[src/rtl/pcie_video_pkg.sv]
// rtl/pcie_video_pkg.sv - shared types, default raster constants and width helpers for the video unpacker
package pcie_video_pkg;

    localparam int LANES  = 8;
    localparam int LANE_W = $clog2(LANES);

    typedef enum logic {
        IDLE = 1'b0,
        RUN  = 1'b1
    } state_e;

    function automatic int cnt_w(input int n);
        return (n > 1) ? $clog2(n) : 1;
    endfunction

    function automatic int total(input int active, input int blank);
        return active + blank;
    endfunction

    function automatic int words_per_line(input int h_active);
        return h_active / LANES;
    endfunction

    // Default 720p timing; instances with other parameters derive their own via the helpers above.
    localparam int H_TOTAL        = total(1280, 370);
    localparam int V_TOTAL        = total(720, 30);
    localparam int WORDS_PER_LINE = words_per_line(1280);

endpackage

[src/rtl/pcie_video_word_fifo.sv]
// rtl/pcie_video_word_fifo.sv - synchronous word FIFO with occupancy count and head presented from storage flops
module pcie_video_word_fifo
    import pcie_video_pkg::*;
#(
    parameter int DEPTH = 4,
    parameter int WIDTH = 128,
    parameter int CNT_W = $clog2(DEPTH + 1)
) (
    input  logic             clk,
    input  logic             rst,
    input  logic             flush_i,
    input  logic             push_i,
    input  logic [WIDTH-1:0] wdata_i,
    input  logic             pop_i,
    output logic [WIDTH-1:0] head_o,
    output logic [CNT_W-1:0] count_o
);

    localparam int PTR_W = cnt_w(DEPTH);

    logic [WIDTH-1:0] mem_q [DEPTH];
    logic [PTR_W-1:0] wr_ptr_q, wr_ptr_d;
    logic [PTR_W-1:0] rd_ptr_q, rd_ptr_d;
    logic [CNT_W-1:0] count_q, count_d;

    always_comb begin
        wr_ptr_d = wr_ptr_q;
        rd_ptr_d = rd_ptr_q;
        count_d  = count_q;
        if (flush_i) begin
            wr_ptr_d = '0;
            rd_ptr_d = '0;
            count_d  = '0;
        end else begin
            if (push_i) wr_ptr_d = wr_ptr_q + PTR_W'(1);
            if (pop_i)  rd_ptr_d = rd_ptr_q + PTR_W'(1);
            case ({push_i, pop_i})
                2'b10:   count_d = count_q + CNT_W'(1);
                2'b01:   count_d = count_q - CNT_W'(1);
                default: count_d = count_q;
            endcase
        end
    end

    always_ff @(posedge clk) begin
        if (rst) begin
            wr_ptr_q <= '0;
            rd_ptr_q <= '0;
            count_q  <= '0;
        end else begin
            wr_ptr_q <= wr_ptr_d;
            rd_ptr_q <= rd_ptr_d;
            count_q  <= count_d;
        end
    end

    always_ff @(posedge clk) begin
        if (push_i) mem_q[wr_ptr_q] <= wdata_i;
    end

    assign head_o  = mem_q[rd_ptr_q];
    assign count_o = count_q;

endmodule

[src/rtl/pcie_video_unpack.sv]
// rtl/pcie_video_unpack.sv - buffers 128-bit DMA words and replays them as RGB565 pixels with regenerated raster timing
module pcie_video_unpack
    import pcie_video_pkg::*;
#(
    parameter int          H_ACTIVE   = 1280,
    parameter int          H_BLANK    = 370,
    parameter int          V_ACTIVE   = 720,
    parameter int          V_BLANK    = 30,
    parameter int          VS_LINES   = 5,
    parameter int          FIFO_DEPTH = 4,
    parameter logic [15:0] FILL       = 16'hCCCC
) (
    input  logic         clk,
    input  logic         rst,
    input  logic         enable,
    input  logic         in_valid,
    output logic         in_ready,
    input  logic [127:0] in_data,
    output logic         vsync_out,
    output logic         href_out,
    output logic         de_out,
    output logic [15:0]  data_out,
    output logic [15:0]  underrun_cnt,
    output logic [15:0]  frame_cnt,
    output logic         busy
);

    localparam int H_TOT = total(H_ACTIVE, H_BLANK);
    localparam int V_TOT = total(V_ACTIVE, V_BLANK);
    localparam int H_W   = cnt_w(H_TOT);
    localparam int V_W   = cnt_w(V_TOT);
    localparam int CNT_W = $clog2(FIFO_DEPTH + 1);

    localparam logic [H_W-1:0]   H_LAST      = H_W'(H_TOT - 1);
    localparam logic [H_W-1:0]   H_ACT_END   = H_W'(H_ACTIVE);
    localparam logic [V_W-1:0]   V_LAST      = V_W'(V_TOT - 1);
    localparam logic [V_W-1:0]   V_ACT_START = V_W'(V_BLANK);
    localparam logic [V_W-1:0]   V_VS_END    = V_W'(VS_LINES);
    localparam logic [CNT_W-1:0] DEPTH_C     = CNT_W'(FIFO_DEPTH);

    state_e             state_q, state_d;
    logic [H_W-1:0]     h_q, h_d;
    logic [V_W-1:0]     v_q, v_d;
    logic [15:0]        frame_q, frame_d;
    logic [15:0]        under_q, under_d;
    logic               vsync_q, vsync_d;
    logic               href_q, href_d;
    logic [LANE_W-1:0]  lane_q, lane_d;
    logic [127:0]       shift_q, shift_d;
    logic               fill_q, fill_d;

    logic               flush;
    logic               push;
    logic               pop;
    logic               fifo_empty;
    logic [127:0]       fifo_head;
    logic [CNT_W-1:0]   fifo_count;

    assign fifo_empty = (fifo_count == '0);
    assign in_ready   = (state_q == RUN) && (fifo_count < DEPTH_C);
    assign push       = in_valid && in_ready;
    assign pop        = href_q && (lane_q == '0) && !fifo_empty;

    pcie_video_word_fifo #(
        .DEPTH (FIFO_DEPTH),
        .WIDTH (128),
        .CNT_W (CNT_W)
    ) u_fifo (
        .clk     (clk),
        .rst     (rst),
        .flush_i (flush),
        .push_i  (push),
        .wdata_i (in_data),
        .pop_i   (pop),
        .head_o  (fifo_head),
        .count_o (fifo_count)
    );

    always_comb begin
        state_d = state_q;
        h_d     = h_q;
        v_d     = v_q;
        frame_d = frame_q;
        flush   = 1'b0;
        case (state_q)
            IDLE: begin
                if (enable) begin
                    state_d = RUN;
                    h_d     = '0;
                    v_d     = '0;
                end
            end
            RUN: begin
                if (h_q == H_LAST) begin
                    h_d = '0;
                    v_d = (v_q == V_LAST) ? '0 : v_q + V_W'(1);
                end else begin
                    h_d = h_q + H_W'(1);
                end
                // enable is only honoured at the frame boundary so a frame is never truncated
                if (h_q == H_LAST && v_q == V_LAST) begin
                    frame_d = frame_q + 16'd1;
                    if (!enable) begin
                        state_d = IDLE;
                        flush   = 1'b1;
                    end
                end
            end
            default: state_d = IDLE;
        endcase
        vsync_d = (state_d == RUN) && (v_d < V_VS_END);
        href_d  = (state_d == RUN) && (v_d >= V_ACT_START) && (h_d < H_ACT_END);
    end

    always_comb begin
        lane_d  = lane_q;
        shift_d = shift_q;
        fill_d  = fill_q;
        under_d = under_q;
        if (href_q) begin
            lane_d = lane_q + LANE_W'(1);
            if (lane_q == '0) begin
                if (fifo_empty) begin
                    fill_d  = 1'b1;
                    under_d = (under_q == 16'hFFFF) ? under_q : under_q + 16'd1;
                end else begin
                    fill_d  = 1'b0;
                    shift_d = {16'h0000, fifo_head[127:16]};
                end
            end else begin
                shift_d = {16'h0000, shift_q[127:16]};
            end
        end
    end

    always_comb begin
        data_out = 16'h0000;
        if (href_q) begin
            if (lane_q == '0) data_out = fifo_empty ? FILL : fifo_head[15:0];
            else              data_out = fill_q ? FILL : shift_q[15:0];
        end
    end

    always_ff @(posedge clk) begin
        if (rst) begin
            state_q <= IDLE;
            h_q     <= '0;
            v_q     <= '0;
            frame_q <= '0;
            under_q <= '0;
            vsync_q <= 1'b0;
            href_q  <= 1'b0;
            lane_q  <= '0;
            shift_q <= '0;
            fill_q  <= 1'b0;
        end else begin
            state_q <= state_d;
            h_q     <= h_d;
            v_q     <= v_d;
            frame_q <= frame_d;
            under_q <= under_d;
            vsync_q <= vsync_d;
            href_q  <= href_d;
            lane_q  <= lane_d;
            shift_q <= shift_d;
            fill_q  <= fill_d;
        end
    end

    assign vsync_out    = vsync_q;
    assign href_out     = href_q;
    assign de_out       = href_q;
    assign underrun_cnt = under_q;
    assign frame_cnt    = frame_q;
    assign busy         = (state_q == RUN);

endmodule

[config.mk]
export PLATFORM = sky130hd
export DESIGN_NAME = pcie_video_unpack
export DESIGN_NICKNAME = d
export VERILOG_FILES = /design/src/rtl/pcie_video_pkg.sv /design/src/rtl/pcie_video_word_fifo.sv /design/src/rtl/pcie_video_unpack.sv
export SDC_FILE = /design/constraint.sdc
export NUM_CORES = 1
export LEC_CHECK = 0
export CORE_UTILIZATION = 59
export DETAILED_ROUTE_END_ITERATION = 16
export PLACE_DENSITY = 0.91
export SYNTH_ARGS = -nofsm -noshare
export SYNTH_HDL_FRONTEND = slang
export SYNTH_SLANG_ARGS = --single-unit
[constraint.sdc]
create_clock -name clk -period 5.7 [get_ports clk]
set_input_delay 0.57 -clock clk [delete_from_list [all_inputs] [get_ports clk]]
set_output_delay 0.57 -clock clk [all_outputs]
set_load 0.01 [all_outputs]
### Word level (Yosys, flattened, before mapping)

Memories as Yosys holds them, arrays and structs flattened. A register that Yosys moved wholly into a read port is not among the register bits.
Index checks and enable logic that the tools add are counted.

| cells by class | value |
|---|---|
| equal/unequal tests | 6 |
| $add $sub $neg | 9 |
| magnitude comparators | 4 |
| bitwise gates (word level) | 2 |
| muxes and demuxes | 25 |
| reduce and logical (&&, ||, !) cells | 17 |

Operators with widths:

| cell | count |
|---|---|
| two-way mux 128 bit | 2 |
| two-way mux 16 bit | 4 |
| adder 16 x 1 -> 16 bit, second input constant | 2 |
| two-way mux 10 bit | 3 |
| two-way mux 11 bit | 2 |
| case mux 11 bit (2 select lines) | 1 |
| case mux 10 bit (2 select lines) | 1 |
| == test 16 bit, second input constant | 1 |
| adder 11 x 1 -> 11 bit, second input constant | 1 |
| == test 11 bit, second input constant | 1 |
| < comparator 11 bit, second input constant | 1 |
| adder 10 x 1 -> 10 bit, second input constant | 1 |
| == test 10 bit, second input constant | 1 |
| greater-or-equal comparator 10 x 5 -> 1 bit, second input constant | 1 |
| < comparator 10 x 3 -> 1 bit, second input constant | 1 |
| logical AND 1 bit | 8 |
| two-way mux 1 bit | 8 |
| adder 3 x 1 -> 3 bit, second input constant | 2 |
| zero test 3 bit | 2 |
| case mux 3 bit (2 select lines) | 1 |
| AND reduction 2 bit | 3 |
| adder 2 x 1 -> 2 bit, second input constant | 2 |
| two-way mux 2 bit | 2 |
| AND reduction 4 bit | 1 |
| 10 further kinds | 11 |

| word-level totals | value |
|---|---|
| register bits after elaboration | 195 |
| memories | 1 |
| RAM bits | 512 |
| input bits | 132 |
| logic and storage cells | 77 |

Memories:

| name | depth | bits a word | read ports | clocked after memory_dff | wr ports | RTL line | source |
|---|---|---|---|---|---|---|---|
| u_fifo.mem_q | 4 | 128 | 1 | 1 | 1 | pcie_video_word_fifo.sv:21 | `logic [WIDTH-1:0] mem_q [DEPTH];` |

### Longest topological paths before layout

Gate-level depths: netlist (run 1).

| logic depth | value |
|---|---|
| depth in word-level cells | 7 |
| mapped depth | 14 |
| gate-level depth less buffers | 12 |

### Hierarchy

From an unflattened synthesis (run 1), not the netlist that was laid out.

| second synthesis, totals | value |
|---|---|
| cell total of the unflattened synthesis | 1704 |
| area, all modules | 26839.5 µm² |

By module, submodules not included:

| module | times used | sequential area each (µm²) | cells each | area an instance (µm²) |
|---|---|---|---|---|
| pcie_video_word_fifo | 1 | 15554.9 | 710 | 18990.7 |
| pcie_video_unpack | 1 | 3443.3 | 994 | 7848.8 |

### Worst setup path after synthesis (run 1)

OpenSTA, ideal clock, no wires.

| timing | value |
|---|---|
| kind | reg-to-reg |
| start | reg state_q, in the netlist busy |
| end | mem u_fifo.mem_q[0][0] (enable) |
| path slack | 1.209 ns |
| arrival | 3.987 ns |
| library setup time | 0.503 ns |
| period minus slack after synthesis | 4.491 ns |
| required time | 5.197 ns |
| stages on the path, launching flop included | 4 |
| path through | dfxtp_1 -> clkinv_1 -> nor2_1 -> and3_1 |

| on the way | value |
|---|---|
| longest elaborated chain between the ends | 4 |

Ends and longest elaborated chain:

| what | RTL line | source |
|---|---|---|
| start, declared | pcie_video_unpack.sv:41 | `state_e state_q, state_d;` |
| start signal, assigned | pcie_video_unpack.sv:157 | `state_q <= state_d;` |
| logical AND 1 bit | pcie_video_unpack.sv:60 | `assign in_ready = (state_q == RUN) && (fifo_count < DEPTH_C);` |
| named net in_ready | pcie_video_unpack.sv:17 | `output logic in_ready,` |
| logical AND 1 bit | pcie_video_unpack.sv:61 | `assign push = in_valid && in_ready;` |
| two-way mux 1 bit | pcie_video_word_fifo.sv:58 | `if (push_i) mem_q[wr_ptr_q] <= wdata_i;` |
| two-way mux 1 bit (implied by the code) | pcie_video_word_fifo.sv:58 |  |
| end, declared | pcie_video_word_fifo.sv:21 |  |

The timed path passes the listed nets, and every way through them passes these cells.

### Worst setup path in the final report (run 1)

| timing | value |
|---|---|
| start | reg lane_q[0] |
| end | out data_out[0] |

| on the way | value |
|---|---|
| longest elaborated chain between the ends | 3 |

Ends and longest elaborated chain:

| what | RTL line | source |
|---|---|---|
| start, declared | pcie_video_unpack.sv:48 | `logic [LANE_W-1:0] lane_q, lane_d;` |
| start signal, assigned | pcie_video_unpack.sv:164 | `lane_q <= lane_d;` |
| zero test 3 bit | pcie_video_unpack.sv:139 | `if (lane_q == '0) data_out = fifo_empty ? FILL : fifo_head[15:0];` |
| two-way mux 16 bit | pcie_video_unpack.sv:139 |  |
| two-way mux 16 bit | pcie_video_unpack.sv:138 | `if (href_q) begin` |
| end, declared | pcie_video_unpack.sv:22 | `output logic [15:0] data_out,` |

Every way passes these cells.

==> results of run 1 <==
==> final cells by class <==
cell class	count	area [µm²]	share of cell area [%]
repair buffers	198	1990	6.36
well taps	592	741	2.36
clock buffers	104	1970	6.28
multi-input cells	801	7300	23.3
inverters	20	75.1	0.239
diodes	1	2.50	0.00798
clock inverters	22	285	0.909
flip-flops and latches	693	19000	60.6
==> layout by cell type (no fill, tap or decap), types with 19 or more instances in the layout <==
cell,instances
clkbuf_16,70
dfxtp_1,179
clkbuf_1,25
a211oi_1,98
clkdlybuf4s50_1,183
edfxtp_1,512
inv_1,19
xor2_1,20
nand2_1,44
mux2i_1,99
a21oi_1,27
mux4_2,128
nor2_1,185
==> power groups by stage <==
| stage | Clock, mW | Combinational, mW | Sequential (mW) |
|---|---|---|---|
| finish | 4.52 | 0.307 | 5.49 |
| global route | 4.77 | 0.325 | 5.50 |
| CTS | 4.57 | 0.307 | 5.49 |
| detailed placement | 0 | 0.303 | 5.60 |
| global placement | 0 | 0.291 | 5.59 |
| floorplan | 0 | 0.115 | 5.60 |
==> per-stage QoR <==
step	instance area, µm²	cells	power [mW]
floorplan	26700	1609	5.72
global placement	29100	2304	5.89
finish	31400	2431	10.3
global route	31400	2430	10.6
detailed placement	29100	2304	5.90
CTS	31400	2430	10.4
==> worst max path at each step <==
stage                                     to  slack (ps)  depth (start not counted)       from
after floorplan           u_fifo.mem_q[0][0]        1210                          3       busy
after global placement     u_fifo.count_o[2]        2380                          9     de_out
after detailed placement   u_fifo.count_o[2]        2270                          9     de_out
after CTS                        data_out[0]        1620                          8  lane_q[0]
after global routing             data_out[1]        1480                          8  lane_q[0]
final                            data_out[0]        1630                          8  lane_q[0]
==> kinds of logic (layout without fill, tap and decap cells) <==
kind of cell               count (synthesis)  count (layout)
other                                      0               1
AOI/OAI and AO/OA                        187             187
xor gates and xnor gates                  36              36
and+or+nand+nor                          337             337
buffers and inverters                    115             344
adders and majority gates                 14              14
muxes                                    227             227
DFF                                      693             693
==> per-layer routing <==
metal,global-route usage [%],vias up
met2,44.3,679
met4,9.10,0
met3,5.01,128
met5,0,-
met1,34.8,7748
li1,-,6676
==> sequential cells by signal (all words and copies together) (netlist names), named ones only <==
signal and flops:
busy 1, de_out 1, fill_q 1, frame_cnt 16, h_q 11, lane_q 3
shift_q 112, u_fifo.count_o 3, u_fifo.mem_q 512, u_fifo.rd_ptr_q 2, u_fifo.wr_ptr_q 2, underrun_cnt 16
v_q 10, vsync_out 1
==> worst max-delay path: cells and delay by family, from the launching register on <==
family	cells	cell delay [ps]
flip-flops	1	330
adder cells (fa/ha/maj)	1	130
buffers and inverters	3	1200
AND/OR/NAND/NOR	4	1230
==> Yosys cell counts (all sizes together), types with 4 or more instances <==
cell type and number:
buf 22, nor2 186, nor3b 11, a21oi 27, a22oi 16, clkbuf 73
xor2 20, and3 13, nor4 14, nand4 16, or4 6, dfxtp 181
a211oi 98, nor2b 5, xnor2 16, mux2i 99, and4 4, o31ai 4
nor3 9, nand2 44, o21ai 12, ha 13, nand3 15, o221a 8
edfxtp 512, inv 19, mux4 128
==> flow_summary.html, run 1 <==
<table>
<tr><th>Metric</th><th>Value</th></tr>
<tr><th colspan="2">Routing</th></tr>
<tr><td>Average via count per standard cell</td><td>6.27</td></tr>
<tr><td>Met2 Routed Length</td><td>30.6 mm</td></tr>
<tr><td>Detailed-routing iteration count for the pre-antenna-repair pass</td><td>7</td></tr>
<tr><td>Highest signal layer in the routed design</td><td>met4</td></tr>
<tr><td>Antenna-violating nets left</td><td>0</td></tr>
<tr><td>DRC violations left</td><td>0</td></tr>
<tr><td>Iteration-0 DRC Markers</td><td>1593</td></tr>
<tr><td>Detailed-route via count</td><td>15200</td></tr>
<tr><td>Sum of routed wire length over all layers</td><td>60.1 mm</td></tr>
<tr><td>Routed wire per std cell</td><td>24.7 µm</td></tr>
<tr><td>DRT met1 WL</td><td>23.4 mm</td></tr>
<tr><td>Met3 layer wire length in the routed design</td><td>4.26 mm</td></tr>
<tr><th colspan="2">Synth</th></tr>
<tr><td>Distinct cells, synth</td><td>53</td></tr>
<tr><td>Register bit total from synthesis</td><td>693</td></tr>
<tr><td>Simple-gate share of the synthesized area</td><td>5.80%</td></tr>
<tr><td>Area share of xor/xnor cells in the synthesized design</td><td>1.18%</td></tr>
<tr><td>Number of enable flip-flop cells after synthesis</td><td>512</td></tr>
<tr><td>Leading cell types by total area after synthesis</td><td>edfxtp_1 (58%), dfxtp_1 (14%), mux4_2 (11%)</td></tr>
<tr><td>Multiplexer fraction of the synthesized cell area</td><td>14.5%</td></tr>
<tr><td>Dominant cell type by area after synthesis</td><td>edfxtp_1</td></tr>
<tr><td>Summed instance area of the synthesized netlist</td><td>26700 µm²</td></tr>
<tr><td>Sequential share of the synthesized area</td><td>71.1%</td></tr>
<tr><td>Mapped Cells</td><td>1609</td></tr>
<tr><td>Largest family of logic cells by synthesized area</td><td>multiplexers</td></tr>
<tr><td>Top-area cell type share of the netlist area</td><td>57.6%</td></tr>
<tr><td>Adder-Cell Fraction of Synth Area</td><td>0.684%</td></tr>
<tr><td>Yosys warns</td><td>0</td></tr>
<tr><td>Number of nets produced by synthesis</td><td>1755</td></tr>
<tr><td>Post-Synthesis Mean Instance Area</td><td>16.6 µm²</td></tr>
<tr><td>Async SR Flop Fraction</td><td>0%</td></tr>
<tr><td>Fraction of the mapped netlist area in compound gates</td><td>5.06%</td></tr>
<tr><td>Predominant post-synthesis flop cell</td><td>edfxtp_1</td></tr>
<tr><th colspan="2">Cells and area</th></tr>
<tr><td>Number of nets in the final layout</td><td>1928</td></tr>
<tr><td>Area added between synthesis and finish</td><td>17.5%</td></tr>
<tr><td>Filler cell count in the final layout</td><td>2654</td></tr>
<tr><td>Fraction of final layout cells sized beyond drive strength 1</td><td>14.4%</td></tr>
<tr><td>Final Core Density</td><td>70.6%</td></tr>
<tr><th colspan="2">Timing</th></tr>
<tr><td>Worst-Margin Slew</td><td>1210 ps</td></tr>
<tr><td>Post-route setup slack</td><td>1630 ps</td></tr>
<tr><td>Number of failing hold endpoints at the final stage</td><td>0</td></tr>
<tr><td>Unrepaired setup endpoints after global routing</td><td>no</td></tr>
<tr><td>Post-Route Hold Slack</td><td>505 ps</td></tr>
<tr><td>Finish-stage setup viols</td><td>0</td></tr>
<tr><td>Highest Clock Rate</td><td>245 MHz</td></tr>
<tr><td>Layout Skew</td><td>20.1 ps</td></tr>
<tr><td>Final critical path time including I/O delays and setup</td><td>4070 ps</td></tr>
<tr><td>Max transition margin</td><td>19.6%</td></tr>
<tr><td>Final sum of negative setup slack</td><td>0 ps</td></tr>
<tr><td>Period Utilization, post-route</td><td>71.5%</td></tr>
<tr><td>Final slew viol count</td><td>0</td></tr>
<tr><th colspan="2">Floorplan</th></tr>
<tr><td>Starting density of the core</td><td>60.1%</td></tr>
<tr><td>Std cell rows</td><td>77</td></tr>
<tr><td>Die extent in x</td><td>215 µm</td></tr>
<tr><td>Number of top-level pins</td><td>185</td></tr>
<tr><td>Core area</td><td>44400 µm²</td></tr>
<tr><td>Die outline area</td><td>46100 µm²</td></tr>
<tr><td>Vertical die dimension</td><td>215 µm</td></tr>
<tr><th colspan="2">Setup path</th></tr>
<tr><td>Setup crit end kind</td><td>primary output</td></tr>
<tr><td>R2r worst-path depth</td><td>9</td></tr>
<tr><td>Max incr delay on CP</td><td>780 ps</td></tr>
<tr><td>Crit path max-delay cell type</td><td>nand2_1</td></tr>
<tr><td>CP Max Fanout</td><td>49</td></tr>
<tr><td>Cell breakdown of the critical path</td><td>inv_1, ha_1, nor2b_4, buf_4, nand2_1, nand2_1, nor2_1, clkdlybuf4s50_1</td></tr>
<tr><td>Critical register-to-register path endpoint</td><td>shift_q[28]</td></tr>
<tr><td>Worst-case register-to-register setup slack</td><td>2320 ps</td></tr>
<tr><td>Critical Path Source Type</td><td>flip-flop</td></tr>
<tr><td>Data required time at the worst endpoint</td><td>5130 ps</td></tr>
<tr><td>Library cell appearing most often on the critical path</td><td>nand2_1</td></tr>
<tr><td>Worst flop-to-flop path startpoint</td><td>lane_q[0]</td></tr>
<tr><td>Worst setup path class</td><td>reg2out</td></tr>
<tr><td>WP data arrival</td><td>3500 ps</td></tr>
<tr><th colspan="2">Pwr</th></tr>
<tr><td>Internal Power</td><td>8.29 mW</td></tr>
<tr><td>Net switching power figure</td><td>2.04 mW</td></tr>
<tr><td>Share of total power consumed by net switching</td><td>19.7%</td></tr>
<tr><td>Max IR drop VDD</td><td>0.269 mV</td></tr>
<tr><td>Combinational group share of total power</td><td>3.0%</td></tr>
<tr><td>Share of power burned in the clock network</td><td>43.8%</td></tr>
<tr><td>Share of total power in sequential cells</td><td>53.2%</td></tr>
<tr><td>Static leakage power</td><td>10.4 nW</td></tr>
<tr><td>Power density over cell area</td><td>329 nW/µm²</td></tr>
<tr><th colspan="2">CTS</th></tr>
<tr><td>Clk buf depth</td><td>3</td></tr>
<tr><td>Worst-Skew Late Latency</td><td>610 ps</td></tr>
<tr><td>Clock tree from TritonCTS</td><td>built</td></tr>
<tr><td>TritonCTS buffer count</td><td>68</td></tr>
<tr><td>Resize count post-CTS</td><td>0</td></tr>
<tr><td>Number of sinks driven by the clock tree</td><td>693</td></tr>
<tr><td>Clk Tree Root Cell</td><td>clkbuf_16</td></tr>
<tr><td>Hold_buf cts</td><td>0</td></tr>
<tr><td>Clock-pin transition on the worst setup and hold timing paths</td><td>70 ps</td></tr>
<tr><td>H-Tree Level Count</td><td>3</td></tr>
<tr><td>Post-CTS Setup Repair Bufs</td><td>0</td></tr>
<tr><th colspan="2">Global routing</th></tr>
<tr><td>Vias in the first global route</td><td>15600</td></tr>
<tr><td>Global-route wire length before repair</td><td>91.8 mm</td></tr>
<tr><td>Total track usage</td><td>26.4%</td></tr>
<tr><td>GR Overflow Total</td><td>0</td></tr>
<tr><td>Antenna violations before repair</td><td>1</td></tr>
<tr><td>Largest net degree at the start of global routing</td><td>105</td></tr>
<tr><th colspan="2">Worst hold path</th></tr>
<tr><td>Startpoint of the most critical hold path</td><td>shift_q[20]</td></tr>
<tr><td>Cell depth of the worst min-delay path</td><td>2</td></tr>
<tr><td>Worst Hold Endpoint</td><td>shift_q[20]</td></tr>
<tr><td>Path type of the worst min-delay path</td><td>reg2reg</td></tr>
<tr><th colspan="2">Outcome</th></tr>
<tr><td>Result of the run</td><td>finished, final reports clean</td></tr>
<tr><th colspan="2">Placement</th></tr>
<tr><td>Detail Placement HPWL</td><td>35.6 mm</td></tr>
<tr><td>Port bufs</td><td>184</td></tr>
<tr><td>Routability-driven placement congestion ratio</td><td>0.829</td></tr>
<tr><td>Place WS</td><td>2270 ps</td></tr>
<tr><th colspan="2">Run</th></tr>
<tr><td>Max-cap violations</td><td>0</td></tr>
</table>
Power figures use the tool's default switching activity.
==> run 2: changes to the inputs <==
--- a/config.mk
+++ b/config.mk
@@ -5,9 +5,9 @@
 export SDC_FILE = /design/constraint.sdc
 export NUM_CORES = 1
 export LEC_CHECK = 0
-export CORE_UTILIZATION = 59
+export CORE_UTILIZATION = 53
 export DETAILED_ROUTE_END_ITERATION = 16
-export PLACE_DENSITY = 0.91
+export PLACE_DENSITY = 0.87
 export SYNTH_ARGS = -nofsm -noshare
 export SYNTH_HDL_FRONTEND = slang
 export SYNTH_SLANG_ARGS = --single-unit
==> constraint.sdc (replaced) <==
create_clock -name clk -period 3.35 [get_ports clk]
set_input_delay 0.335 -clock clk [delete_from_list [all_inputs] [get_ports clk]]
set_output_delay 0.335 -clock clk [all_outputs]
set_load 0.01 [all_outputs]
==> flow_summary.html, run 2 (synthesis results as in run 1) <==
<table>
<tr><th>Metric</th><th>Value</th></tr>
<tr><th colspan="2">Floorplan</th></tr>
<tr><td>Core area</td><td>49400 µm²</td></tr>
<tr><td>Starting density of the core</td><td>54.1%</td></tr>
<tr><td>Die outline area</td><td>51300 µm²</td></tr>
<tr><td>Number of top-level pins</td><td>185</td></tr>
<tr><td>Vertical die dimension</td><td>226 µm</td></tr>
<tr><td>Die extent in x</td><td>226 µm</td></tr>
<tr><td>Std cell rows</td><td>81</td></tr>
<tr><th colspan="2">Cells and area</th></tr>
<tr><td>Largest registers</td><td>u_fifo.mem_q: 512 flops, shift_q: 112 flops</td></tr>
<tr><td>Fraction of final layout cells sized beyond drive strength 1</td><td>15.1%</td></tr>
<tr><td>Area added between synthesis and finish</td><td>19.3%</td></tr>
<tr><td>Flip-flop count of the largest register after layout</td><td>512</td></tr>
<tr><td>Most flop-heavy register</td><td>u_fifo.mem_q</td></tr>
<tr><td>Most frequent cells in the layout</td><td>edfxtp_1 (512), nor2_1 (186), clkdlybuf4s50_1 (183), dfxtp_1 (179), mux4_2 (128)</td></tr>
<tr><td>Number of nets in the final layout</td><td>1945</td></tr>
<tr><td>Most frequent standard cell in the layout excluding fill and tap cells</td><td>edfxtp_1</td></tr>
<tr><th colspan="2">Setup path</th></tr>
<tr><td>Critical Path Source Type</td><td>flip-flop</td></tr>
<tr><td>R2r worst-path depth</td><td>6</td></tr>
<tr><td>Critical register-to-register path endpoint</td><td>de_out</td></tr>
<tr><td>Crit path max-delay cell type</td><td>clkdlybuf4s50_1</td></tr>
<tr><td>WP data arrival</td><td>2750 ps</td></tr>
<tr><td>Data required time at the worst endpoint</td><td>3010 ps</td></tr>
<tr><td>Worst flop-to-flop path startpoint</td><td>busy</td></tr>
<tr><td>CP Max Fanout</td><td>22</td></tr>
<tr><td>Setup crit end kind</td><td>primary output</td></tr>
<tr><td>Worst setup path class</td><td>reg2out</td></tr>
<tr><td>Max incr delay on CP</td><td>470 ps</td></tr>
<tr><td>Worst-case register-to-register setup slack</td><td>340 ps</td></tr>
<tr><td>Cell breakdown of the critical path</td><td>inv_1, ha_1, nor2b_4, nand2b_1, o221a_2, clkdlybuf4s50_1</td></tr>
<tr><th colspan="2">Global routing</th></tr>
<tr><td>GR Overflow Total</td><td>0</td></tr>
<tr><td>Vias in the first global route</td><td>15100</td></tr>
<tr><td>Largest net degree at the start of global routing</td><td>97</td></tr>
<tr><td>Global-route wire length before repair</td><td>88.8 mm</td></tr>
<tr><td>Antenna violations before repair</td><td>7</td></tr>
<tr><td>Total track usage</td><td>23.1%</td></tr>
<tr><th colspan="2">Run</th></tr>
<tr><td>Max-cap violations</td><td>0</td></tr>
<tr><th colspan="2">Timing</th></tr>
<tr><td>Period Utilization, post-route</td><td>92.0%</td></tr>
<tr><td>Post-route setup slack</td><td>267 ps</td></tr>
<tr><td>Highest Clock Rate</td><td>324 MHz</td></tr>
<tr><td>Layout Skew</td><td>23.6 ps</td></tr>
<tr><td>Final slew viol count</td><td>0</td></tr>
<tr><td>Final sum of negative setup slack</td><td>0 ps</td></tr>
<tr><td>Worst-Margin Slew</td><td>903 ps</td></tr>
<tr><td>Number of failing hold endpoints at the final stage</td><td>0</td></tr>
<tr><td>Max transition margin</td><td>39.3%</td></tr>
<tr><td>Final critical path time including I/O delays and setup</td><td>3080 ps</td></tr>
<tr><td>Finish-stage setup viols</td><td>0</td></tr>
<tr><td>Unrepaired setup endpoints after global routing</td><td>no</td></tr>
<tr><th colspan="2">CTS</th></tr>
<tr><td>Clock tree from TritonCTS</td><td>built</td></tr>
<tr><td>Clk Tree Root Cell</td><td>clkbuf_16</td></tr>
<tr><td>H-Tree Level Count</td><td>3</td></tr>
<tr><td>Hold_buf cts</td><td>0</td></tr>
<tr><td>TritonCTS buffer count</td><td>70</td></tr>
<tr><td>Worst-Skew Late Latency</td><td>600 ps</td></tr>
<tr><td>Clk buf depth</td><td>3</td></tr>
<tr><td>Clock-pin transition on the worst setup and hold timing paths</td><td>60 ps</td></tr>
<tr><td>Resize count post-CTS</td><td>0</td></tr>
<tr><td>Number of sinks driven by the clock tree</td><td>693</td></tr>
<tr><td>Post-CTS Setup Repair Bufs</td><td>0</td></tr>
<tr><th colspan="2">Routing</th></tr>
<tr><td>Routed wire per std cell</td><td>23.0 µm</td></tr>
<tr><td>Detailed-route via count</td><td>15000</td></tr>
<tr><td>Sum of routed wire length over all layers</td><td>57.9 mm</td></tr>
<tr><td>Average via count per standard cell</td><td>5.95</td></tr>
<tr><td>Iteration-0 DRC Markers</td><td>1237</td></tr>
<tr><td>Antenna-violating nets left</td><td>0</td></tr>
<tr><td>Detailed-routing iteration count for the pre-antenna-repair pass</td><td>5</td></tr>
<tr><td>DRC violations left</td><td>0</td></tr>
<tr><th colspan="2">Placement</th></tr>
<tr><td>Port bufs</td><td>184</td></tr>
<tr><td>Routability-driven placement congestion ratio</td><td>0.836</td></tr>
<tr><td>Detail Placement HPWL</td><td>35.7 mm</td></tr>
<tr><td>Place WS</td><td>414 ps</td></tr>
<tr><th colspan="2">Outcome</th></tr>
<tr><td>Result of the run</td><td>finished, final reports clean</td></tr>
<tr><th colspan="2">Worst hold path</th></tr>
<tr><td>Startpoint of the most critical hold path</td><td>rst</td></tr>
<tr><td>Cell depth of the worst min-delay path</td><td>2</td></tr>
<tr><td>Worst Hold Endpoint</td><td>v_q[4]</td></tr>
<tr><td>Path type of the worst min-delay path</td><td>in2reg</td></tr>
<tr><th colspan="2">Pwr</th></tr>
<tr><td>Power density over cell area</td><td>559 nW/µm²</td></tr>
<tr><td>Static leakage power</td><td>10.6 nW</td></tr>
<tr><td>Post-layout total power</td><td>17.8 mW</td></tr>
<tr><td>Max IR drop VDD</td><td>0.344 mV</td></tr>
</table>
==> run 2: worst max path at each step <==
stage | cells past startpoint | slack [ps] | start | endpoint
3_5_place_dp | 6 | 410 | busy | de_out
4_1_cts | 3 | 210 | de_out | data_out[12]
5_1_grt | 6 | 70 | lane_q[0] | data_out[14]
6_report | 6 | 270 | lane_q[0] | data_out[14]
2_1_floorplan | 3 | 310 | busy | u_fifo.mem_q[0][0]
3_3_place_gp | 6 | 510 | busy | de_out
==> run 2: metrics by stage <==
step	area [µm²]	utilization (%)	instances	hold slack (ps)
2_1_floorplan	26700	-	1609	434
3_3_place_gp	29500	59.7	2391	487
3_5_place_dp	29500	59.7	2391	492
4_1_cts	31900	64.6	2520	177
5_1_grt	31900	64.6	2521	210
6_report	31900	64.6	2524	204
==> run 2: cell type report <==
class	count	area, µm²
fill	3253	17500
timing repair buffer	213	2270
inverter	20	75.1
sequential	693	19000
clock inverter	23	320
tap	664	831
clock buffer	106	2060
multi-input combinational	801	7300
antenna	4	10.0
==> run 2: routing by layer <==
metal	wire length, µm	part of all wire [%]	GRT usage [%]
met5	38	0.066	0
met4	1630	2.8	8.33
met3	3990	6.9	5.08
met2	28400	49	37.3
met1	23900	41	30.9
==> run 2: power by group <==
group	switching, mW	total [mW]	internal, mW
registers	0.0297	9.34	9.31
clock network	3.14	7.96	4.82
logic	0.275	0.521	0.246
==> run 2: critical path, delay by kind of cell (launching register included) <==
family          cells  cell delay (ps)
compound gates      1              370
fa+ha+maj           1              140
buf+inv             2              530
flops               1              330
simple gates        2              780
